File: src/rtl/uart_rx_pkg.sv
// Shared types and constants for the UART receive sample controller.
// Holds the controller state encoding, the default oversampling ratio and the
// helper that derives the mid-bit tick index from the oversampling ratio.
package uart_rx_pkg;

    // Default number of baud_tick pulses per serial bit period.
    localparam int OVERSAMPLE_DEFAULT = 16;

    // Controller states.
    typedef enum logic [1:0] {
        IDLE      = 2'd0,
        START_CHK = 2'd1,
        RUN       = 2'd2,
        WAIT_HIGH = 2'd3
    } rx_state_e;

    // Tick index closest to the centre of a bit period (counter starts at 0).
    function automatic int calc_mid(input int oversample);
        return (oversample / 2) - 1;
    endfunction

endpackage : uart_rx_pkg

File: src/rtl/uart_rx_sync.sv
// Two-flop synchronizer for the asynchronous serial input.
// Both stages reset to 1 so an idle (high) line is seen during and right after
// reset and no spurious start edge is produced.
module uart_rx_sync (
    input  logic clk,
    input  logic rst,
    input  logic d,
    output logic q
);

    logic meta_q;
    logic meta_d;
    logic sync_q;
    logic sync_d;

    // Each stage simply takes the value of the previous one.
    always_comb begin
        meta_d = d;
        sync_d = meta_q;
    end

    // Synchronizer flops with synchronous reset to the idle line level.
    always_ff @(posedge clk) begin
        if (rst) begin
            meta_q <= 1'b1;
            sync_q <= 1'b1;
        end else begin
            meta_q <= meta_d;
            sync_q <= sync_d;
        end
    end

    assign q = sync_q;

endmodule : uart_rx_sync

File: src/rtl/uart_rx_sample_ctrl.sv
// UART receive sample controller.
// Detects and validates start bits on an oversampled serial line, then emits
// one registered bit_valid pulse per bit at the bit centre until the external
// RX state machine ends the frame. After a frame it waits for the line to
// return high so a break or stuck-low line cannot retrigger reception.
//
// Build option: define UART_RX_MAJORITY_EN to decide each bit by a 2-of-3
// majority of the samples at ticks MID-1, MID and MID+1. The decision is then
// taken on the MID+1 tick, so every pulse appears one baud tick later.
module uart_rx_sample_ctrl
    import uart_rx_pkg::*;
#(
    parameter int OVERSAMPLE = OVERSAMPLE_DEFAULT
) (
    input  logic clk,
    input  logic rst,
    input  logic enable,
    input  logic baud_tick,
    input  logic rx_in,
    input  logic frame_active,
    input  logic frame_complete,
    output logic bit_valid,
    output logic bit_sample,
    output logic start_detected,
    output logic false_start,
    output logic busy
);

    // OVERSAMPLE is expected to be even and at least 8, which keeps MID-1 and
    // MID+1 inside the counter range.
    localparam int CNT_W = $clog2(OVERSAMPLE);
    localparam logic [CNT_W-1:0] MID_CNT  = CNT_W'(calc_mid(OVERSAMPLE));
    localparam logic [CNT_W-1:0] LAST_CNT = CNT_W'(OVERSAMPLE - 1);
`ifdef UART_RX_MAJORITY_EN
    localparam logic [CNT_W-1:0] LO_CNT     = CNT_W'(calc_mid(OVERSAMPLE) - 1);
    localparam logic [CNT_W-1:0] DECIDE_CNT = CNT_W'(calc_mid(OVERSAMPLE) + 1);
`else
    localparam logic [CNT_W-1:0] DECIDE_CNT = MID_CNT;
`endif

    rx_state_e        state_q;
    rx_state_e        state_d;
    logic [CNT_W-1:0] cnt_q;
    logic [CNT_W-1:0] cnt_d;
    logic [CNT_W-1:0] cnt_inc;
    logic             bit_valid_q;
    logic             bit_valid_d;
    logic             bit_sample_q;
    logic             bit_sample_d;
    logic             start_detected_q;
    logic             start_detected_d;
    logic             false_start_q;
    logic             false_start_d;
    logic             rx_s;
    logic             at_decide;
    logic             sample_val;
    logic             counting;

`ifdef UART_RX_MAJORITY_EN
    logic cap_lo_q;
    logic cap_lo_d;
    logic cap_mid_q;
    logic cap_mid_d;
`endif

    // The raw line is never used before it has been through the synchronizer.
    uart_rx_sync u_sync (
        .clk (clk),
        .rst (rst),
        .d   (rx_in),
        .q   (rx_s)
    );

    // Decision point, counter increment and the bit value seen at that point.
    always_comb begin
        counting  = (state_q == START_CHK) || (state_q == RUN);
        at_decide = baud_tick && (cnt_q == DECIDE_CNT);
        cnt_inc   = (cnt_q == LAST_CNT) ? '0 : cnt_q + 1'b1;
`ifdef UART_RX_MAJORITY_EN
        sample_val = (cap_lo_q & cap_mid_q) | (cap_lo_q & rx_s) | (cap_mid_q & rx_s);
`else
        sample_val = rx_s;
`endif
    end

    // Next-state logic; dropping enable forces IDLE ahead of everything else.
    always_comb begin
        state_d = state_q;
        if (!enable) begin
            state_d = IDLE;
        end else begin
            case (state_q)
                IDLE: begin
                    if (baud_tick && !rx_s) begin
                        state_d = START_CHK;
                    end
                end
                START_CHK: begin
                    if (at_decide) begin
                        state_d = sample_val ? IDLE : RUN;
                    end
                end
                RUN: begin
                    if (frame_complete || (at_decide && !frame_active)) begin
                        state_d = WAIT_HIGH;
                    end
                end
                WAIT_HIGH: begin
                    if (baud_tick && rx_s) begin
                        state_d = IDLE;
                    end
                end
                default: state_d = IDLE;
            endcase
        end
    end

    // Tick counter: free-runs across START_CHK and RUN so that the first RUN
    // decision lands exactly one bit period after the start-bit decision.
    always_comb begin
        cnt_d = cnt_q;
        if (!enable || !counting) begin
            cnt_d = '0;
        end else if (baud_tick) begin
            cnt_d = cnt_inc;
        end
    end

`ifdef UART_RX_MAJORITY_EN
    // Capture the synchronized line on the two ticks before the decision tick.
    always_comb begin
        cap_lo_d  = cap_lo_q;
        cap_mid_d = cap_mid_q;
        if (counting && baud_tick) begin
            if (cnt_q == LO_CNT) begin
                cap_lo_d = rx_s;
            end
            if (cnt_q == MID_CNT) begin
                cap_mid_d = rx_s;
            end
        end
    end
`endif

    // Output pulses and held sample value; a frame exit suppresses the pulse.
    always_comb begin
        bit_valid_d      = 1'b0;
        start_detected_d = 1'b0;
        false_start_d    = 1'b0;
        bit_sample_d     = bit_sample_q;
        if (!enable) begin
            bit_sample_d = 1'b1;
        end else begin
            case (state_q)
                START_CHK: begin
                    if (at_decide) begin
                        if (!sample_val) begin
                            start_detected_d = 1'b1;
                            bit_valid_d      = 1'b1;
                            bit_sample_d     = 1'b0;
                        end else begin
                            false_start_d = 1'b1;
                        end
                    end
                end
                RUN: begin
                    if (at_decide && !frame_complete && frame_active) begin
                        bit_valid_d  = 1'b1;
                        bit_sample_d = sample_val;
                    end
                end
                default: begin
                end
            endcase
        end
    end

    // State, counter and output registers with synchronous reset.
    always_ff @(posedge clk) begin
        if (rst) begin
            state_q          <= IDLE;
            cnt_q            <= '0;
            bit_valid_q      <= 1'b0;
            bit_sample_q     <= 1'b1;
            start_detected_q <= 1'b0;
            false_start_q    <= 1'b0;
        end else begin
            state_q          <= state_d;
            cnt_q            <= cnt_d;
            bit_valid_q      <= bit_valid_d;
            bit_sample_q     <= bit_sample_d;
            start_detected_q <= start_detected_d;
            false_start_q    <= false_start_d;
        end
    end

`ifdef UART_RX_MAJORITY_EN
    // Majority capture registers, reset to the idle line level.
    always_ff @(posedge clk) begin
        if (rst) begin
            cap_lo_q  <= 1'b1;
            cap_mid_q <= 1'b1;
        end else begin
            cap_lo_q  <= cap_lo_d;
            cap_mid_q <= cap_mid_d;
        end
    end
`endif

    assign bit_valid      = bit_valid_q;
    assign bit_sample     = bit_sample_q;
    assign start_detected = start_detected_q;
    assign false_start    = false_start_q;
    assign busy           = (state_q != IDLE);

endmodule : uart_rx_sample_ctrl
File: config.mk
export PLATFORM = sky130hd
export DESIGN_NAME = uart_rx_sample_ctrl
export DESIGN_NICKNAME = d
export VERILOG_FILES = /design/src/rtl/uart_rx_pkg.sv /design/src/rtl/uart_rx_sync.sv /design/src/rtl/uart_rx_sample_ctrl.sv
export SDC_FILE = /design/constraint.sdc
export NUM_CORES = 1
export LEC_CHECK = 0
export CELL_PAD_IN_SITES_DETAIL_PLACEMENT = 0
export CELL_PAD_IN_SITES_GLOBAL_PLACEMENT = 1
export CORE_MARGIN = 2
export CORE_UTILIZATION = 39
export DETAILED_ROUTE_END_ITERATION = 8
export GPL_ROUTABILITY_DRIVEN = 1
export HOLD_SLACK_MARGIN = 0.06
export PLACE_DENSITY_LB_ADDON = 0.1
export SYNTH_ARGS = -nofsm -noshare
export SYNTH_HDL_FRONTEND = slang
export SYNTH_HIERARCHICAL = 1
export SYNTH_SLANG_ARGS = --single-unit
File: constraint.sdc
create_clock -name clk -period 1.9 [get_ports clk]
set_input_delay 0.38 -clock clk [delete_from_list [all_inputs] [get_ports clk]]
set_output_delay 0.38 -clock clk [all_outputs]
set_load 0.02 [all_outputs]
# --- Yosys cells after proc, flatten, opt, wreduce, memory -nomap -nowiden ---
# Index checks and enable logic that the tools add are counted.
totals:
  in_bits: 7
  output_inout_bits: 5
  word_cells: 62
  ff_bits: 12
classes:
  n_eq_ne: 11
  n_mux: 16
  n_bitwise: 3
  addsub: 1
  n_reduce_logical: 23
ops:
  columns: ["op", "count"]
  rows:
  - ["2-bit two-way mux", 5]
  - ["2-bit != test (second input constant)", 4]
  - ["2-bit one-hot mux with 4 select lines", 1]
  - ["4-bit AND reduction", 2]
  - ["1-bit two-way mux", 7]
  - ["1-bit logical AND", 6]
  - ["1-bit zero test", 5]
  - ["4-bit by 1-bit adder with 4-bit output (second input constant)", 1]
  - ["2-bit equality test (second input constant)", 2]
  - ["4-bit by 3-bit equality test with 1-bit output (second input constant)", 1]
  - ["4-bit equality test (second input constant)", 1]
  - ["4-bit two-way mux", 1]
  - ["2-bit by 1-bit != test with 1-bit output (second input constant)", 2]
  - ["1-bit one-hot mux with 2 select lines", 2]
  - ["2-bit nonzero test", 2]
  - ["2-bit OR reduction", 2]
  - ["4-bit OR reduction", 1]
  - ["1-bit logical OR", 3]
  - ["1-bit inverter", 3]
  - ["3-bit OR reduction", 1]
  - ["2-bit by 1-bit equality test with 1-bit output (second input constant)", 1]
  - ["2-bit zero test", 1]

# --- Logic depth before layout (Yosys ltp) ---
# Gate-level depths: netlist (run 1).
logic_depth:
  word_depth: 6
  depth_mapped: 6

# --- Cells and area by module ---
# Netlist (run 1), hierarchy kept.
by_module_without_submodules:
  columns: ["mod", "n_inst", "area_each_um2", "cells_per_inst"]
  rows:
  - ["uart_rx_sample_ctrl", 1, 568.0, 64]
  - ["uart_rx_sync", 1, 52.6, 4]

# --- Worst setup path before layout (run 1) ---
# No wires, ideal clock.
synth_timing:
  kind: "flip-flop to flip-flop"
  startpoint: "register state_q[0]"
  endpoint: "register (tool-made name)"
  path_stages_with_launch: 7
  setup_ps: 121
  arrival_time_ps: 1193
  path_slack_ps: 586
  cell_sequence: "dfxtp_1 -> inv_1 -> ha_1 -> mux2i_1 -> o2bb2ai_1 -> o211ai_2 -> mux2i_1"
synth_rtl:
  columns: ["element", "line", "text"]
  rows:
  - ["from (decl)", "uart_rx_sample_ctrl.sv:41", "rx_state_e state_q;"]
  - ["from (signal assigned)", "uart_rx_sample_ctrl.sv:188", "state_q <= state_d;"]

# --- Worst setup path in the final report (run 1) ---
layout_timing:
  startpoint: "register state_q[0]"
  endpoint: "output busy"
layout_between:
  elab_chain_len: 1
layout_rtl:
  columns: ["element", "line", "text"]
  rows:
  - ["2-bit nonzero test", "uart_rx_sample_ctrl.sv:214", "assign busy = (state_q != IDLE);"]
  - ["to (decl)", "uart_rx_sample_ctrl.sv:26", "output logic busy"]
# No other way between the ends.

==> results of run 1 <==
## stage by stage
| step | instance area, um^2 | cells | utilization [%] | hold slack [ns] |
|---|---|---|---|---|
| 4_1_cts | 793 | 100 | 52.7 | 0.412 |
| 6_report | 795 | 100 | 52.7 | 0.410 |
| 2_1_floorplan | 621 | 68 | - | 0.383 |
| 5_1_grt | 795 | 100 | 52.7 | 0.436 |
| 3_5_place_dp | 758 | 96 | 50.3 | 0.390 |
| 3_3_place_gp | 758 | 96 | 50.3 | 0.388 |
## power by group through the flow
stage          clock network, mW  registers, mW  logic (mW)
2_1_floorplan                  0          0.262      0.0198
3_3_place_gp                   0          0.262      0.0392
3_5_place_dp                   0          0.263      0.0392
4_1_cts                    0.217          0.257      0.0389
5_1_grt                    0.226          0.257      0.0435
6_report                   0.212          0.257      0.0384
## registers in the layout, indices dropped and copies added (netlist names), named ones only
signal and cells:
start_detected 1, bit_valid 1, state_q 1, u_sync/q 1
cnt_q 4, false_start 1, u_sync/meta_q 1, bit_sample 1
## placed cells by master (no fill, tap or decap), drive strengths merged
master          n
nand3b          1
nor2            7
clkbuf          4
a21boi          2
mux2            1
mux2i           3
o2bb2ai         1
and3            1
nor3            1
nor2b           4
dfxtp          12
nand3           2
or2             2
xor2            1
a211oi          1
clkdlybuf4s50  10
buf             2
and3b           1
ha              5
o211ai          2
nand4b          1
o21ai           4
inv             4
a21oi           3
dlygate4sd2     1
nand2           8
## area by class of cell
class / instances / area (um^2) / area share [%]
flip-flops and latches: 12 / 241 / 30.4
multi-input cells: 51 / 358 / 45.0
clock buffers: 4 / 36.3 / 4.57
inverters: 4 / 15.0 / 1.89
well taps: 16 / 20.0 / 2.52
repair buffers: 13 / 124 / 15.6
## per-layer routing
metal | global-route usage (%) | up-vias
met5 | 0 | -
met4 | 9.09 | 0
met3 | 2.50 | 4
met2 | 25.9 | 8
met1 | 19.2 | 226
li1 | - | 264
## cell families after synthesis
group | Yosys count | synth area share [%]
AND/OR/NAND/NOR | 28 | 25.0
AO/OA/AOI/OAI | 13 | 14.5
flip-flops | 12 | 38.7
buffers and inverters | 5 | 3.63
adder cells (fa/ha/maj) | 5 | 10.1
multiplexers | 4 | 6.65
XOR/XNOR | 1 | 1.41
## what timing repair did
action / in CTS / in global routing
setup endpoints to repair: 1 / 1
hold endpoints to repair: 0 / 0
gates resized for setup: 1 / 1
## critical path, cell delays in order (launching register included)
cell and delay (ns):
dfxtp_2 0.37, inv_1 0.08, ha_1 0.24, inv_1 0.06, dlygate4sd2_1 0.32
## final timing paths
path	depth (start not counted)	to	slack (ns)
setup reg to reg	5	state_q[0]	0.44
hold reg to reg	1	u_sync/q	0.41
hold / removal	1	u_sync/q	0.41
setup / recovery	4	busy	0.18
==> results.txt, run 1 <==
DRT Pass-1 Iters -> 4
Gate Count Post-Synth -> 68
Pwr dens -> 638 nW/um^2
Setup WS pre-CTS -> 0.124 ns
CP Max Fanout -> 4
Setup-failing EPs final -> 0
NumNets Final -> 97
Internal cell power -> 0.393 mW
Max-Cap Viols -> 0
Critical Path End Type -> output port
H-Tree Depth -> 1
ANT cells -> 0
Clk sinks -> 12
DR WL/cell -> 11.6 um
Mapped Nets -> 80
DP HPWL -> 934 um
Vias per cell -> 5.02
Post-CTS setup buffer count -> 0
Hold Crit Class -> flip-flop to flip-flop
VDD IR-drop max -> 0.336 mV
Outcome -> complete, no violations
Die area -> 1930 um^2
CTS root buf -> clkbuf_4
Async SR Flop Fraction -> 0%
Worst Tran Pin Value -> 0.288 ns
Setup Skew -> 0.00680 ns
Startpoint Class -> flip-flop
M1 WL -> 536 um
Synth cell types -> 26
Antenna-violating nets left -> 0
Core Area -> 1510 um^2
Yosys reg bits -> 12
1st-iter DRT viols -> 2
Flop pwr share -> 50.6%
Clk_lat worst skew -> 0.28 ns
Final setup margin -> 0.181 ns
CP Class -> flip-flop to output port
Initial antenna violation count -> 0
Pleak -> 0.349 nW
Site Rows -> 14
Commonest register cell after synthesis -> dfxtp_1
Worst relative slew slack -> 80.7%
Combinational fraction of design power -> 7.6%
Hold Startpoint -> u_sync/meta_q
DR vias -> 502
Layout cells sized above 1 -> 13.1%
Fin crit period -> 1.72 ns
Largest area contributor in the netlist -> dfxtp_1
Met3 wire length -> 43 um
IO Count -> 12
Initial Util -> 41.2%
WL met2 -> 560 um
Pwr Total -> 0.507 mW
Chip height -> 43.9 um
RePlAce Congestion -> 0.730
RSZ-0062 raised after global routing -> false
# DRC -> 0
Most common cell in the netlist -> dfxtp_1
Synth area leaders -> dfxtp_1, ha_1, mux2i_1, nand2_1, nor2_1
Reg clk slew, reported paths -> 0.09 ns
TritonCTS Buffers -> 3
CTS tree -> yes
Clock share of power -> 41.8%
First-pass GRT wire length -> 2190 um
Die span in x -> 43.9 um
Net Sw Power -> 0.113 mW
Fin crit share -> 90.5%
Drt total wl -> 1160 um
FMAX -> 582 MHz
Longest Clk Path Bufs -> 2
Sequential fraction of the synthesis area -> 38.7%
Layout area overhead -> 28.0%
Switching Share -> 22.4%
Critical Path RT -> 1.52 ns
Max layer used -> met4
Crit. Startpoint -> state_q[0]
Share of the synthesized area in the top cell type -> 38.7%
GR Util All Layers -> 15.7%
Remaining Overflow, GRT -> 0
Avg Cell Area, Syn -> 9.13 um^2
Number of synthesized flops with an enable pin -> 0
Largest net degree at the start of global routing -> 8
Vias in the first global route -> 522
CTS Hold Bufs -> 0
Slew Limit Fails -> 0
Synthesis warning total -> 6
FF-to-FF Start -> cnt_q[0]
Fillcell total -> 152
Port Buffer Count -> 11
Hold Vio Cnt, Final -> 0
Post-synth top cells -> dfxtp_1, nand2_1, nor2_1
Mapped Area -> 621 um^2
Setup total negative slack -> 0 ns
Crit path DAT -> 1.34 ns
Note: power is estimated with default switching activity, not from simulation.
==> run 2, diff against run 1 <==
--- a/config.mk
+++ b/config.mk
@@ -8,7 +8,7 @@
 export CELL_PAD_IN_SITES_DETAIL_PLACEMENT = 0
 export CELL_PAD_IN_SITES_GLOBAL_PLACEMENT = 1
 export CORE_MARGIN = 2
-export CORE_UTILIZATION = 39
+export CORE_UTILIZATION = 36
 export DETAILED_ROUTE_END_ITERATION = 8
 export GPL_ROUTABILITY_DRIVEN = 1
 export HOLD_SLACK_MARGIN = 0.06
==> constraint.sdc (replaced) <==
create_clock -name clk -period 1.85 [get_ports clk]
set_input_delay 0.37 -clock clk [delete_from_list [all_inputs] [get_ports clk]]
set_output_delay 0.37 -clock clk [all_outputs]
set_load 0.02 [all_outputs]
==> run 2 against run 1 <==
Effect of this change:
- final cell count up 1.0%
- critical endpoint unchanged
- clock power barely moved
- largest cell class unchanged
- setup slack worse by 0.11 ns
- hold slack gained 0.0027 ns
==> results.txt, run 2 (same netlist as run 1, synthesis figures left out) <==
VDD IR-drop max -> 0.371 mV (+10%)
Crit. Startpoint -> state_q[0]
Port Buffer Count -> 11 (unchanged)
Family with the most delay on the worst path -> buffers and inverters
Crit path DAT -> 1.41 ns (+0.07 ns)
Initial Util -> 37.2% (-4.0 points)
Startpoint Class -> flip-flop
DP Cell Count -> 97 (+1.0%)
Remaining Overflow, GRT -> 0 (unchanged)
Leading cell type in the layout, fill and taps excluded -> dfxtp_1
DP HPWL -> 889 um (-4.8%)
1st-iter DRT viols -> 6 (+4)
RePlAce Congestion -> 0.737 (+0.93%)
Worst relative slew slack -> 80.2% (-0.59 points)
Setup total negative slack -> 0 ns (unchanged)
Longest Clk Path Bufs -> 2 (unchanged)
ANT cells -> 0 (unchanged)
CP Max Fanout -> 4 (unchanged)
Max-Cap Viols -> 0 (unchanged)
Hold Crit Class -> flip-flop to flip-flop
Drt total wl -> 1150 um (-1.2%)
DR WL/cell -> 11.4 um (-2.2%)
Outcome -> complete, no violations
Layout area overhead -> 28.2%
Fin crit period -> 1.78 ns
Multi-input logic area -> 358 um^2 (unchanged)
NumNets Final -> 97 (unchanged)
Die area -> 2070 um^2 (+7.6%)
Worst Tran Pin Value -> 0.297 ns (+0.00877 ns)
CTS root buf -> clkbuf_4
Pleak -> 0.345 nW (-1.1%)
CTS Hold Bufs -> 0 (unchanged)
CP Class -> flip-flop to output port
Sequential cell area -> 240 um^2 (-0.52%)
Clk_lat worst skew -> 0.27 ns (about the same)
Die span in x -> 45.5 um (+3.7%)
Hold Vio Cnt, Final -> 0 (unchanged)
FMAX -> 563 MHz
Antenna-violating nets left -> 0 (unchanged)
Non-filler cells, final -> 101 (+1.0%)
Core Area -> 1670 um^2 (+11%)
CP peak stage delay -> 0.41 ns (+0.04 ns)
Hold Startpoint -> u_sync/meta_q
Fillcell total -> 160 (+5.3%)
Reg clk slew, reported paths -> 0.08 ns (about the same)
Site Rows -> 15 (+1)
Most frequent CP cell -> inv_1
Fin crit share -> 96.1%
FF-to-FF Start -> state_q[0]
Slew Limit Fails -> 0 (unchanged)
Layout cells sized above 1 -> 11.9% (-1.2 points)
Setup-failing EPs final -> 0 (unchanged)
Vias in the first global route -> 467 (-11%)
CP Buf/Inv Count -> 3 (unchanged)
Chip height -> 45.5 um (+3.7%)
First-pass GRT wire length -> 1910 um (-13%)
IO Count -> 12 (unchanged)
TritonCTS Buffers -> 3 (unchanged)
Initial antenna violation count -> 0 (unchanged)
H-Tree Depth -> 1 (unchanged)
Vias per cell -> 4.85 (-3.4%)
# DRC -> 0 (unchanged)
DRT Pass-1 Iters -> 4 (unchanged)
Max FFs per register -> 4 (unchanged)
Pwr dens -> 645 nW/um^2 (+1.1%)
DR vias -> 490 (-2.4%)
CP Cell Sequence -> inv_1, ha_1, inv_1, clkdlybuf4s15_1
Setup Skew -> 0.00126 ns (-0.00554 ns)
CTS tree -> yes
Commonest cells after routing, fill and taps aside -> dfxtp_1, clkdlybuf4s50_1, nand2_1, nor2_1, ha_1
Largest net degree at the start of global routing -> 8 (unchanged)
RSZ-0062 raised after global routing -> false
Critical Path RT -> 1.48 ns (-0.04 ns)
GR Util All Layers -> 13.3% (-2.4 points)
Critical Path End Type -> output port
Clk sinks -> 12 (unchanged)
Slowest cell on crit path -> dfxtp_1
Top reg by flops -> cnt_q
Post-CTS setup buffer count -> 0 (unchanged)
==> run 2: path summary, 6_finish.rpt <==
path	end	slack (ns)	depth (start not counted)
worst max-delay path	busy	0.07	4
worst min-delay path	u_sync/q	0.41	1
worst max register to register	state_q[0]	0.34	6
worst min register to register	u_sync/q	0.41	1
==> run 2: layer usage <==
metal	wire (um)	global-route usage [%]	share of wire, %
met1	542	14.7	47
met2	550	21.7	48
met3	45	2.78	3.9
met4	12	10.6	1.0
met5	0	0	0
==> run 2: report_power, final <==
group	switching [mW]	internal [mW]
Sequential	0.00234	0.261
Clock	0.0907	0.120
Combinational	0.0165	0.0235
==> run 2: final cells by class <==
type | instances | area share [%]
inverters | 4 | 1.89
multi-input cells | 51 | 45.0
well taps | 17 | 2.67
repair buffers | 13 | 15.7
flip-flops and latches | 12 | 30.2
clock buffers | 4 | 4.56
==> run 2: what timing repair did <==
item / CTS / global route
resized for setup: 1 / 1
endpoints found under the setup margin: 1 / 1
pin swaps: 0 / 0
==> run 2: metrics by stage <==
stage	area, um^2	hold slack [ns]	util, %	worst slack (ns)	power (mW)
floorplan	621	0.383	-	0.536	0.289
global placement	759	0.392	45.5	0.0778	0.309
detailed placement	759	0.398	45.5	0.0722	0.309
CTS	795	0.417	47.6	0.0303	0.523
global route	796	0.440	47.6	0.0217	0.532
finish	796	0.413	47.6	0.0723	0.513
